$ cat config.mk
export PLATFORM = sky130hd
export DESIGN_NAME = rank_filter_pipe
export DESIGN_NICKNAME = d
export VERILOG_FILES = /design/src/rtl/rank_filter_pipe.sv
export SDC_FILE = /design/constraint.sdc
export NUM_CORES = 1
export LEC_CHECK = 0
export BUFFER_PORTS_ARGS = -buffer_cell sky130_fd_sc_hd__buf_2
export CAP_MARGIN = 15
export CORE_MARGIN = 4
export CORE_UTILIZATION = 39
export CTS_CLUSTER_DIAMETER = 40
export DETAILED_ROUTE_END_ITERATION = 8
export GPL_TIMING_DRIVEN = 0
export HOLD_SLACK_MARGIN = 0.05
export MAX_ROUTING_LAYER = met4
export REMOVE_ABC_BUFFERS = 1
export SLEW_MARGIN = 5
export SYNTH_ARGS = -nofsm -noshare
export SYNTH_HDL_FRONTEND = slang
export SYNTH_SLANG_ARGS = --single-unit
$ cat constraint.sdc
create_clock -name i_clk -period 9.35 [get_ports i_clk]
set_clock_uncertainty 0.1 [all_clocks]
set_input_delay 0.4675 -clock i_clk [delete_from_list [all_inputs] [get_ports i_clk]]
set_output_delay 0.4675 -clock i_clk [all_outputs]
set_load 0.01 [all_outputs]
$ cat src/rtl/rank_filter_pipe.sv
// rank_filter_pipe: pipelined 3x3-window rank-order filter with valid/ready on both sides.
// Optional statistics outputs (o_win_cnt, o_stall) are enabled by defining RANK_FILTER_PIPE_STATS_EN.
module rank_filter_pipe #(
  parameter int DATA_W      = 8,
  parameter int SIGNED      = 0,
  parameter int PIPE_STAGES = 3
) (
  input  logic                i_clk,
  input  logic                i_rst_n,
  input  logic                i_valid,
  output logic                o_ready,
  input  logic [9*DATA_W-1:0] i_data,
  input  logic [3:0]          i_rank,
  output logic                o_valid,
  input  logic                i_ready,
  output logic [DATA_W-1:0]   o_data,
  output logic [3:0]          o_rank
`ifdef RANK_FILTER_PIPE_STATS_EN
  ,
  output logic [31:0]         o_win_cnt,
  output logic                o_stall
`endif
);
  localparam int P      = PIPE_STAGES;
  localparam int LAYERS = 9;
  typedef logic [8:0][DATA_W-1:0] win_t;
  // sd[0] is the capture register; sd[s] holds the window after comparator group s-1
  win_t       sd [P];
  logic [3:0] sr [P];
  logic       sv [P];
  win_t       nx [P];
  logic       adv;
  function automatic logic gt(input logic [DATA_W-1:0] a, input logic [DATA_W-1:0] b);
    return (SIGNED != 0) ? ($signed(a) > $signed(b)) : (a > b);
  endfunction
  // one odd-even transposition layer: even layers compare (0,1),(2,3)..., odd layers (1,2),(3,4)...
  function automatic win_t layer(input win_t a, input int l);
    win_t b;
    b = a;
    for (int i = l % 2; i < 8; i += 2)
      if (gt(a[i], a[i+1])) begin
        b[i]   = a[i+1];
        b[i+1] = a[i];
      end
    return b;
  endfunction
  // a single global enable: every stage shifts or every stage holds
  assign adv     = !o_valid || i_ready;
  assign o_ready = adv;
  // nine transposition layers fully sort nine samples; layers are spread evenly over the stages
  always_comb begin
    for (int g = 0; g < P; g++) begin
      nx[g] = sd[g];
      for (int l = g * LAYERS / P; l < (g + 1) * LAYERS / P; l++) nx[g] = layer(nx[g], l);
    end
  end
  // pipeline registers; the rank travels with its window and picks the sorted sample at the end
  always_ff @(posedge i_clk or negedge i_rst_n) begin
    if (!i_rst_n) begin
      for (int s = 0; s < P; s++) begin
        sd[s] <= '0;
        sr[s] <= '0;
        sv[s] <= 1'b0;
      end
      o_valid <= 1'b0;
      o_data  <= '0;
      o_rank  <= '0;
    end else if (adv) begin
      sd[0] <= i_data;
      sr[0] <= (i_rank > 4'd8) ? 4'd8 : i_rank;
      sv[0] <= i_valid;
      for (int s = 1; s < P; s++) begin
        sd[s] <= nx[s-1];
        sr[s] <= sr[s-1];
        sv[s] <= sv[s-1];
      end
      o_valid <= sv[P-1];
      o_data  <= nx[P-1][sr[P-1]];
      o_rank  <= sr[P-1];
    end
  end
`ifdef RANK_FILTER_PIPE_STATS_EN
  // count completed output transfers and flag cycles where a valid result was held back
  always_ff @(posedge i_clk or negedge i_rst_n) begin
    if (!i_rst_n) begin
      o_win_cnt <= '0;
      o_stall   <= 1'b0;
    end else begin
      o_win_cnt <= o_win_cnt + 32'(o_valid && i_ready);
      o_stall   <= o_valid && !i_ready;
    end
  end
`endif
endmodule

# Word level (Yosys, flattened, before mapping)
# Index checks and enable logic that the tools add are counted.
# word_totals
register_bits,244
out_inout_bits,14
elab_cells,115
inputBits,80
# classes
reduce_logical,2
n_mux,39
order_cmp,38
# op_table
op,n
16-bit two-way mux,36
8-bit greater-than comparator,36
8-bit binary-select mux with 4-bit select,1
8-bit two-way mux,1
"4-bit by 5-bit < comparator with 1-bit output, second input constant",1
"4-bit greater-than comparator, second input constant",1
4-bit two-way mux,1
1-bit zero test,1
1-bit logical OR,1

# Longest topological paths before layout
# Gate-level depths: netlist (run 1).
# depth
ltp_word,8
mapped_depth,37
mapped_depth_nobuf,33

# Least setup slack after synthesis (run 1)
# OpenSTA, ideal clock, no wires.
# synth_timing
path_type,register to register
from,register sd[113] (netlist bit)
to,register sd[40] (netlist bit)
setup_ps,133
synth_period_minus_slack_ps,7003
setup_slack_ps,2347
path_buffers,3
t_arrival_ps,6769
path_stages_with_launch,34
path_cell_list,dfrtp_1 -> ha_1 -> nor2b_1 -> o21a_1 -> o21ai_0 -> nand2b_1 -> a21oi_1 -> or2_2 -> a22oi_1 -> buf_2 -> mux2i_1 -> inv_1 -> ha_1 -> nor2b_1 -> o21a_1 -> o21ai_0 -> nand2b_1 -> a21oi_1 -> o21ai_0 -> o21ai_1 -> clkbuf_1 -> mux2i_1 -> inv_1 -> ha_1 -> nor2b_1 -> o21a_1 -> o21ai_0 -> nand2b_1 -> a21oi_1 -> o21ai_0 -> o21ai_1 -> buf_1 -> mux2i_1 -> o21ai_0
# synth_via
elab_chain_cells,6
word_cells_on_any_way,8
classes_between,order compare: 4; mux: 4
# synth_lines
element,line_no,text
from (decl),28,win_t sd [P];
"from (signal, indexed assignment)",73,sd[s] <= nx[s-1];
8-bit greater-than comparator,34,return (SIGNED != 0) ? ($signed(a) > $signed(b)) : (a > b);
16-bit two-way mux *,41,"if (gt(a[i], a[i+1])) begin"
8-bit greater-than comparator,34,
16-bit two-way mux,41,
8-bit greater-than comparator,34,
16-bit two-way mux *,41,
# Mark *: on every way between the ends. The rest lies on a longest branch, timed or not.
# A chain may end at the register's enable or synchronous reset.

# Final worst setup path (run 1)
# layout_timing
from,register sd[41] (netlist bit)
to,register o_data[5]
# layout_via
elab_chain_cells,8
word_cells_on_any_way,14
classes_between,order compare: 6; mux: 8
# layout_lines
element,line_no,text
8-bit greater-than comparator,34,
16-bit two-way mux *,41,
8-bit greater-than comparator,34,
16-bit two-way mux,41,
8-bit greater-than comparator,34,
16-bit two-way mux,41,
8-bit binary-select mux with 4-bit select *,78,o_data <= nx[P-1][sr[P-1]];
8-bit two-way mux (implied by the code) *,78,
to (signal assigned),78,
to (decl),16,"output logic [DATA_W-1:0] o_data,"
# Mark *: on every way between the ends. The rest lies on a longest branch, timed or not. The select of a mux whose other input is x is not followed.

==> results of run 1 <==
sequential cells by signal, indices dropped and copies added, names as in the netlist:
| register | flops |
|---|---|
| o_data | 8 |
| sv | 3 |
| sr | 12 |
| o_valid | 1 |
| o_rank | 4 |
| sd | 216 |
layout by cell type (no fill, tap or decap), types with 6 or more instances in the layout:
cell	instances
a211oi_1	21
a21o_1	53
a21oi_1	137
a22oi_1	10
and3_1	14
buf_12	6
buf_2	92
buf_8	12
clkbuf_1	6
clkbuf_16	48
dfrtp_1	244
dlygate4sd3_1	78
ha_1	282
inv_1	251
inv_6	8
mux2_2	113
mux2i_1	333
nand2_1	363
nand2b_1	28
nand3_1	50
nand4_1	19
nor2_1	115
nor2b_1	31
nor3_1	11
o21a_1	30
o21ai_0	232
o21ai_1	7
o21ai_2	12
o22ai_1	14
o31ai_1	9
xnor2_1	6
metal layers:
metal	track usage, %	vias up	routed length, um	share of wire [%]
met5	-	-	0	0
met4	5.456	0	1425	2.5
met3	2.329	89	2043	3.6
met2	32.65	279	27330	48
met1	25.15	8583	26700	46
li1	-	9374	-	-
metrics by stage:
| stage | utilization [%] | instance area (sq um) | instances | TNS, ps | hold slack [ps] |
|---|---|---|---|---|---|
| floorplan | - | 21720 | 2476 | -1228860 | 71.91 |
| global placement | 41.10 | 23130 | 3325 | -3454470 | 341.9 |
| detailed placement | 42.13 | 23710 | 3352 | 0 | 346.8 |
| CTS | 46.48 | 26160 | 3517 | 0 | 179.3 |
| finish | 46.48 | 26160 | 3517 | 0 | 206.1 |
| global route | 46.48 | 26160 | 3517 | 0 | 236.0 |
cells by family (layout without fill, tap and decap cells):
| group | count (synthesis) | in the layout | share of synthesized area [%] |
|---|---|---|---|
| and+or+nand+nor | 663 | 663 | 13.18 |
| buffers and inverters | 356 | 537 | 6.171 |
| AOI/OAI and AO/OA | 575 | 575 | 15.64 |
| xor gates and xnor gates | 9 | 9 | 0.3560 |
| adders and majority gates | 283 | 283 | 15.98 |
| DFF | 244 | 244 | 27.58 |
| muxes | 450 | 450 | 21.10 |
what timing repair did:
item / 4_1_cts / 5_1_grt
endpoints found under the hold margin: 141 / 0
hold buffers: 78 / 0
endpoints found under the setup margin: 0 / 0
critical path, cell delays in order, from the launching register on:
cell	delay, ps
dfrtp_1	430
inv_1	90
ha_1	280
nor2b_1	140
o211ai_2	160
a21boi_1	110
o21ai_2	750
a21oi_1	350
ha_1	390
and3_1	200
nand3_1	160
o31ai_4	510
o22ai_2	250
nor2_2	560
mux2i_1	400
inv_1	80
ha_1	310
a21o_1	160
a21o_1	170
o22ai_1	150
xor2_1	480
nor2_1	250
mux2_2	340
a2111o_1	450
o31ai_1	200
cell type report:
type,count,area (sq um)
well taps,756,945.9
inverters,252,950.9
flip-flops and latches,244,6106
multi-input cells,1980,14750
clock inverters,28,374.1
repair buffers,198,1735
fillers,5398,30120
clock buffers,59,1292
final timing paths:
kind,slack (ps),endpoint,from,cells after the start
worst max-delay path,1750,o_data[5],sd[41],24
worst min-delay path,210,sd[165],i_ready,4
worst max register to register,1750,o_data[5],sd[41],24
worst min register to register,350,o_valid,sv[0],1
max in group asynchronous,7840,sd[25],i_rst_n,3
min in group asynchronous,330,sv[1],i_rst_n,2
==> results.sh, run 1 <==
export IMPL_worst_pin_slew_ps=971.0
export IMPL_timing_final_crit_share_pct=81.31
export IMPL_critPathArrivalTime_ps=7960
export IMPL_grt_pass1_vias=18330
export IMPL_cts_repair_resized=0
export IMPL_post_place_ws_ps=1823
export IMPL_syn_area_sq_um=22140
export IMPL_core_sq_um=56280
export IMPL_ys_types=78
export IMPL_slew_viol_final=0
export IMPL_cts_tree="built"
export IMPL_slew_limit_headroom_pct=35.26
export IMPL_cts_sinks=244
export IMPL_initial_utilization_pct=39.34
export IMPL_postCtsSetupBuffers=0
export IMPL_cap_violations=0
export IMPL_ctsHtreeMaxLevel=2
export IMPL_die_y_um=246.3
export IMPL_drt_initial_drc_count=883
export IMPL_drt_pass1_iter_count=5
export IMPL_antenna_cells=0
export IMPL_die_x_um=246.3
export IMPL_syn_avg_cell_area_sq_um=8.582
export IMPL_gp_congestion=0.9309
export IMPL_boundaryPins=94
export IMPL_ys_seq_elements=244
export IMPL_area_growth_pct=18.15
export IMPL_ant_nets=0
export IMPL_yosys_top_cells_count="363 x nand2_1, 333 x mux2i_1, 282 x ha_1"
export IMPL_path_class="flop to flop"
export IMPL_fp_row_count=87
export IMPL_wl_um=57500
export IMPL_synth_seq_area_share_pct=27.58
export IMPL_remaining_drc_errors=0
export IMPL_yosysMostFrequentCell="nand2_1"
export IMPL_min_period_ps=7602
export IMPL_ctsRootBufferMaster="clkbuf_16"
export IMPL_avgViaCountPerCell=5.210
export IMPL_clock_latency_ps=580
export IMPL_wire_per_inst_um=16.35
export IMPL_rsz0062_at_grt="false"
export IMPL_fin_nets=3086
export IMPL_critPathCaptureType="flop"
export IMPL_start_kind="flop"
export IMPL_post_dp_hpwl_um=44930
export IMPL_synth_edf_count=0
export IMPL_port_buffers=93
export IMPL_ys_flop_type="dfrtp_1"
export IMPL_grt_pass1_wl_um=94640
export IMPL_grt_util_all_layers_pct=19.54
export IMPL_crit_required_ps=9710
export IMPL_ys_warn_count=0
export IMPL_cts_buffers_inserted=48
export IMPL_finalWorstSetupSlack_ps=1748
export IMPL_via_count=18330
export IMPL_hold_viol_final=0
export IMPL_antenna_found_initial=0
export IMPL_yosysTopAreaCell="dfrtp_1"
export IMPL_fmaxAchievable_mhz=131.5
export IMPL_synth_top_area_share_pct=27.58
export IMPL_clk_transition_reported_paths_ps=50
export IMPL_synth_area_leaders="dfrtp_1 28%, ha_1 16%, mux2i_1 15%, nand2_1 6.2%, mux2_2 5.7%"
export IMPL_overflow=0
export IMPL_drive_gt1_share_pct=13.00
export IMPL_setup_viol=0
export IMPL_dieArea_sq_um=60650
export IMPL_async_flop_share_pct=100.0
export IMPL_grt_max_degree=106
export IMPL_status="finished clean"
export IMPL_clockBufferDepth=3
export IMPL_path_max_fanout=22
export IMPL_worst_hold_path_type="input port to flop"
export IMPL_postSynthCellCount=2580
Power of run 1 is left out: the tool's default activity adds up to more than one toggle a clock period on the data nets, which glitch-free logic cannot reach.
==> inputs of run 2 (changes only) <==
- clock period: 9.35 -> 6.1 ns (I/O delays scaled with it)
==> run 2 against run 1 <==
Against the previous run: the flow now finishes with violations (negative setup slack); worst hold slack worse by 120 ps; non-clock buffer count up 197; count of clock-buffer cells in the layout is the same; die area did not move; final area increased by 12%; first-iteration DRC count increased by 8.0%; final cell count grew 5.7%; worst setup slack got worse by 1900 ps; critical path type unchanged.
==> results.sh, run 2 (synthesis gave the netlist of run 1 again) <==
export IMPL_grt_pass1_wl_um=97980
export IMPL_slowest_stage="or4_4"
export IMPL_initial_utilization_pct=39.34
export IMPL_worstHoldEndpoint="sd[0]"
export IMPL_timing_final_crit_share_pct=102.1
export IMPL_mostFrequentLayoutCells="358 x nand2_1, 268 x ha_1, 256 x mux2i_1"
export IMPL_core_sq_um=56280
export IMPL_wire_per_inst_um=16.56
export IMPL_wl_um=61580
export IMPL_die_y_um=246.3
export IMPL_ant_nets=0
export IMPL_min_period_ps=6227
export IMPL_boundaryPins=94
export IMPL_ctsHtreeMaxLevel=2
export IMPL_setup_viol=3
export IMPL_path_max_fanout=7
export IMPL_path_class="flop to flop"
export IMPL_hold_viol_final=0
export IMPL_die_x_um=246.3
export IMPL_worst_r2r_cell_count=30
export IMPL_port_buffers=93
export IMPL_worst_hold_path_type="input port to flop"
export IMPL_drive_gt1_share_pct=25.12
export IMPL_grt_max_degree=106
export IMPL_fp_row_count=87
export IMPL_fin_nets=3287
export IMPL_final_common_cell="nand2_1"
export IMPL_drt_pass1_iter_count=5
export IMPL_grt_pass1_vias=19110
export IMPL_cp_slowest_stage_delay_ps=550
export IMPL_gp_congestion=0.9309
export IMPL_avgViaCountPerCell=5.235
export IMPL_cts_tree="built"
export IMPL_cap_violations=0
export IMPL_critPathCaptureType="flop"
export IMPL_status="finished, violations left"
export IMPL_regMostFlops="sd"
export IMPL_drt_initial_drc_count=954
export IMPL_dieArea_sq_um=60650
export IMPL_via_count=19470
export IMPL_grt_util_all_layers_pct=20.24
export IMPL_antenna_found_initial=0
export IMPL_slew_viol_final=0
export IMPL_hold_path_depth=4
export IMPL_cts_sinks=244
export IMPL_cts_buffers_inserted=48
export IMPL_r2r_end="o_data[7]"
export IMPL_clk_transition_reported_paths_ps=50
export IMPL_r2r_start="sd[3]"
export IMPL_critPathArrivalTime_ps=6590
export IMPL_fmaxAchievable_mhz=160.6
export IMPL_worstHoldStart="i_ready"
export IMPL_utilization_pct=52.00
export IMPL_violations="negative setup slack"
export IMPL_largest_reg_flops=216
export IMPL_post_dp_hpwl_um=44930
export IMPL_antenna_cells=0
export IMPL_clock_latency_ps=580
export IMPL_overflow=0
export IMPL_worst_pin_slew_ps=793.1
export IMPL_remaining_drc_errors=0
export IMPL_area_growth_pct=32.17
export IMPL_ctsRootBufferMaster="clkbuf_16"
export IMPL_slew_limit_headroom_pct=47.01
export IMPL_finalWorstSetupSlack_ps=-126.7
export IMPL_crit_required_ps=6470
export IMPL_rsz0062_at_grt="true"
export IMPL_r2r_slack_ps=-130
export IMPL_start_kind="flop"
export IMPL_largest_registers="sd (216), sr (12), o_data (8)"
export IMPL_clockBufferDepth=3
[run 2: cell types whose count changed in the layout (fill, tap and decap cells not counted), sizes merged]
cell	change
or2	+2
dlygate4sd3	+12
nand2	+1
clkbuf	+3
buf	+181
o21ai	+1
bufbuf	+1
[run 2: area by class of cell]
type | instances | area [sq um]
timing repair buffer | 395 | 3437
sequential | 244 | 6130
tap | 756 | 945.9
fill | 5086 | 27010
inverter | 252 | 950.9
clock inverter | 28 | 374.1
multi-input combinational | 1984 | 16130
clock buffer | 59 | 1292
[run 2: worst max path at each step]
| stage | start | to | slack [ps] | depth (start not counted) |
|---|---|---|---|---|
| after floorplan | i_ready | sd[65] | -12430 | 4 |
| after global placement | o_valid | sd[65] | -26170 | 4 |
| after detailed placement | sd[41] | o_data[5] | -1430 | 24 |
| after CTS | sd[22] | o_data[5] | -70 | 26 |
| after global routing | sd[22] | o_data[7] | -410 | 28 |
| final | sd[3] | o_data[7] | -130 | 30 |
[run 2: metal layers]
layer  vias up  GRT usage [%]  share of wire [%]
met5         -              -                  0
met4         0          6.207                3.1
met3       123          2.547                3.1
met2       306          34.05                 48
met1      9243          25.53                 45
li1       9793              -                  -
[run 2: what timing repair did]
item | in CTS | in global routing
gates cloned | 4 | 4
setup endpoints to repair | 133 | 136
hold buffers | 90 | 0
resized for setup | 125 | 199
setup buffers | 77 | 105
pin swaps | 26 | 47
hold endpoints to repair | 146 | 0
[run 2: worst max-delay path, delay by kind of cell, from the launching register on]
kind | cells | cell delay [ps]
AND/OR/NAND/NOR | 6 | 1120
adder cells (fa/ha/maj) | 3 | 930
AO/OA/AOI/OAI | 10 | 1830
buffers and inverters | 8 | 1030
flip-flops | 1 | 440
multiplexers | 2 | 520
XOR/XNOR | 1 | 120
[run 2: stage by stage]
step / hold slack, ps / std cells / worst slack (ps) / area [sq um] / TNS [ps]
final: 84.11 / 3718 / -126.7 / 29260 / -289.9
after global routing: 101.5 / 3718 / -411.2 / 29260 / -5211
after CTS: 50.95 / 3609 / -69.12 / 27510 / -129.3
after detailed placement: 197.6 / 3352 / -1427 / 23710 / -59860
after global placement: 341.9 / 3325 / -26170 / 23130 / -4228280
after floorplan: -90.59 / 2476 / -12430 / 21720 / -1985140
Power of run 2 is left out for the same reason.
==> inputs of run 3 (changes only) <==
- CTS_BUF_LIST: default -> sky130_fd_sc_hd__clkbuf_8
- SETUP_SLACK_MARGIN: default -> 0.15
==> run 3 against run 2 <==
Against the previous run: the flow still finishes with violations (negative setup slack); highest routed layer unchanged; wire length grew 3.0%; sequential share of layout area shrank 0.23 points; critical endpoint unchanged; global-route usage grew 0.48 points; critical path depth shrank 2; utilization grew 0.55 points; first-iteration DRC count grew 6.5%; worst setup slack gained 24 ps.
==> results.sh, run 3 (synthesis gave the netlist of run 1 again) <==
export IMPL_worst_hold_path_type="input port to async pin"
export IMPL_worst_hold_slack_ps=82.50
export IMPL_die_y_um=246.3
export IMPL_worst_r2r_cell_count=28
export IMPL_core_sq_um=56280
export IMPL_regMostFlops="sd"
export IMPL_grt_pass1_vias=19720
export IMPL_setup_viol=3
export IMPL_fin_cells=3761
export IMPL_post_dp_hpwl_um=44930
export IMPL_clock_latency_ps=660
export IMPL_crit_required_ps=6540
export IMPL_largest_reg_flops=216
export IMPL_remaining_drc_errors=0
export IMPL_rsz0062_at_grt="true"
export IMPL_cp_slowest_stage_delay_ps=530
export IMPL_gp_congestion=0.9309
export IMPL_grt_max_degree=106
export IMPL_critPathCaptureType="flop"
export IMPL_final_common_cell="nand2_1"
export IMPL_ctsRootBufferMaster="clkbuf_8"
export IMPL_port_buffers=93
export IMPL_fin_nets=3326
export IMPL_path_max_fanout=6
export IMPL_die_x_um=246.3
export IMPL_drt_pass1_iter_count=5
export IMPL_avgViaCountPerCell=5.255
export IMPL_status="finished, violations left"
export IMPL_cts_tree="built"
export IMPL_antenna_found_initial=0
export IMPL_timing_final_crit_share_pct=101.7
export IMPL_grt_util_all_layers_pct=20.71
export IMPL_cts_sinks=244
export IMPL_numPlacedInstances=3352
export IMPL_start_kind="flop"
export IMPL_startpoint="sd[31]"
export IMPL_critPathArrivalTime_ps=6640
export IMPL_slew_limit_headroom_pct=37.56
export IMPL_r2r_start="sd[31]"
export IMPL_wire_per_inst_um=16.86
export IMPL_cap_violations=0
export IMPL_clockBufferDepth=3
export IMPL_drt_initial_drc_count=1016
export IMPL_cts_buffers_inserted=53
export IMPL_initial_utilization_pct=39.34
export IMPL_finalWorstSetupSlack_ps=-103.0
export IMPL_min_period_ps=6203
export IMPL_wl_um=63400
export IMPL_grt_pass1_wl_um=100400
export IMPL_slew_viol_final=0
export IMPL_slowest_stage="or4_4"
export IMPL_ant_nets=0
export IMPL_via_count=19770
export IMPL_drive_gt1_share_pct=28.12
export IMPL_hold_viol_final=0
export IMPL_ctsHtreeMaxLevel=2
export IMPL_crit_top_cell="buf_4"
export IMPL_worst_pin_slew_ps=936.7
export IMPL_area_growth_pct=33.57
export IMPL_largest_registers="sd (216), sr (12), o_data (8)"
export IMPL_fmaxAchievable_mhz=161.2
export IMPL_fp_row_count=87
export IMPL_antenna_cells=0
export IMPL_violations="negative setup slack"
export IMPL_boundaryPins=94
export IMPL_mostFrequentLayoutCells="356 x nand2_1, 261 x ha_1, 254 x inv_1"
export IMPL_overflow=0
export IMPL_dieArea_sq_um=60650
export IMPL_clk_transition_reported_paths_ps=60
export IMPL_path_class="flop to flop"
run 3: cell types whose count changed in the layout (fill, tap and decap cells not counted), sizes merged:
cell and change:
clkbuf +5, bufinv +1, buf +32, clkinv -7, clkinvlp +3, nand2 +1, dlygate4sd3 +1, inv +6
o21ai +1
run 3: area by class of cell:
type                    instances  area (sq um)
fillers                      5050         26700
multi-input cells            1986         16580
clock inverters                31         329.1
well taps                     756         945.9
inverters                     252         950.9
repair buffers                427          3751
flip-flops and latches        244          6126
clock buffers                  65         894.6
run 3: worst paths after layout:
kind / endpoint / slack [ps]
worst min register to register: o_valid / 350
worst max-delay path: o_data[7] / -100
min in group i_clk: sd[183] / 260
worst max register to register: o_data[7] / -100
worst min-delay path: o_valid / 80
max in group asynchronous: sd[53] / 4780
run 3: critical path, delay by kind of cell (launching register included):
kind | cells | cell delay, ps
AOI/OAI and AO/OA | 8 | 1310
and+or+nand+nor | 6 | 1240
muxes | 3 | 1100
buffers and inverters | 7 | 960
adders and majority gates | 3 | 830
DFF | 1 | 370
xor gates and xnor gates | 1 | 170
run 3: per-layer routing:
metal,wire length [um],up-vias,GRT usage [%],part of all wire (%)
li1,-,9850,-,-
met1,28460,9426,25.76,45
met2,31100,358,35.28,49
met3,2103,131,2.808,3.3
met4,1742,0,6.107,2.7
met5,0,-,-,0
run 3: per-stage QoR:
stage	worst slack, ps	area, sq um	TNS, ps	util (%)
after floorplan	-12430	21720	-1985140	-
after global placement	-26170	23130	-4228280	41.10
after detailed placement	-1427	23710	-59860	42.13
after CTS	-35.52	27780	-50.91	49.37
after global routing	-326.9	29570	-1595	52.55
final	-103.0	29570	-214.2	52.55
run 3: what timing repair did:
action | CTS | global route
buffers inserted | 123 | 90
hold buffers | 91 | 0
hold endpoints to repair | 310 | 0
pin swaps | 55 | 56
endpoints found under the setup margin | 136 | 136
gates cloned | 6 | 3
gates resized for setup | 191 | 223
Power of run 3 is left out for the same reason.
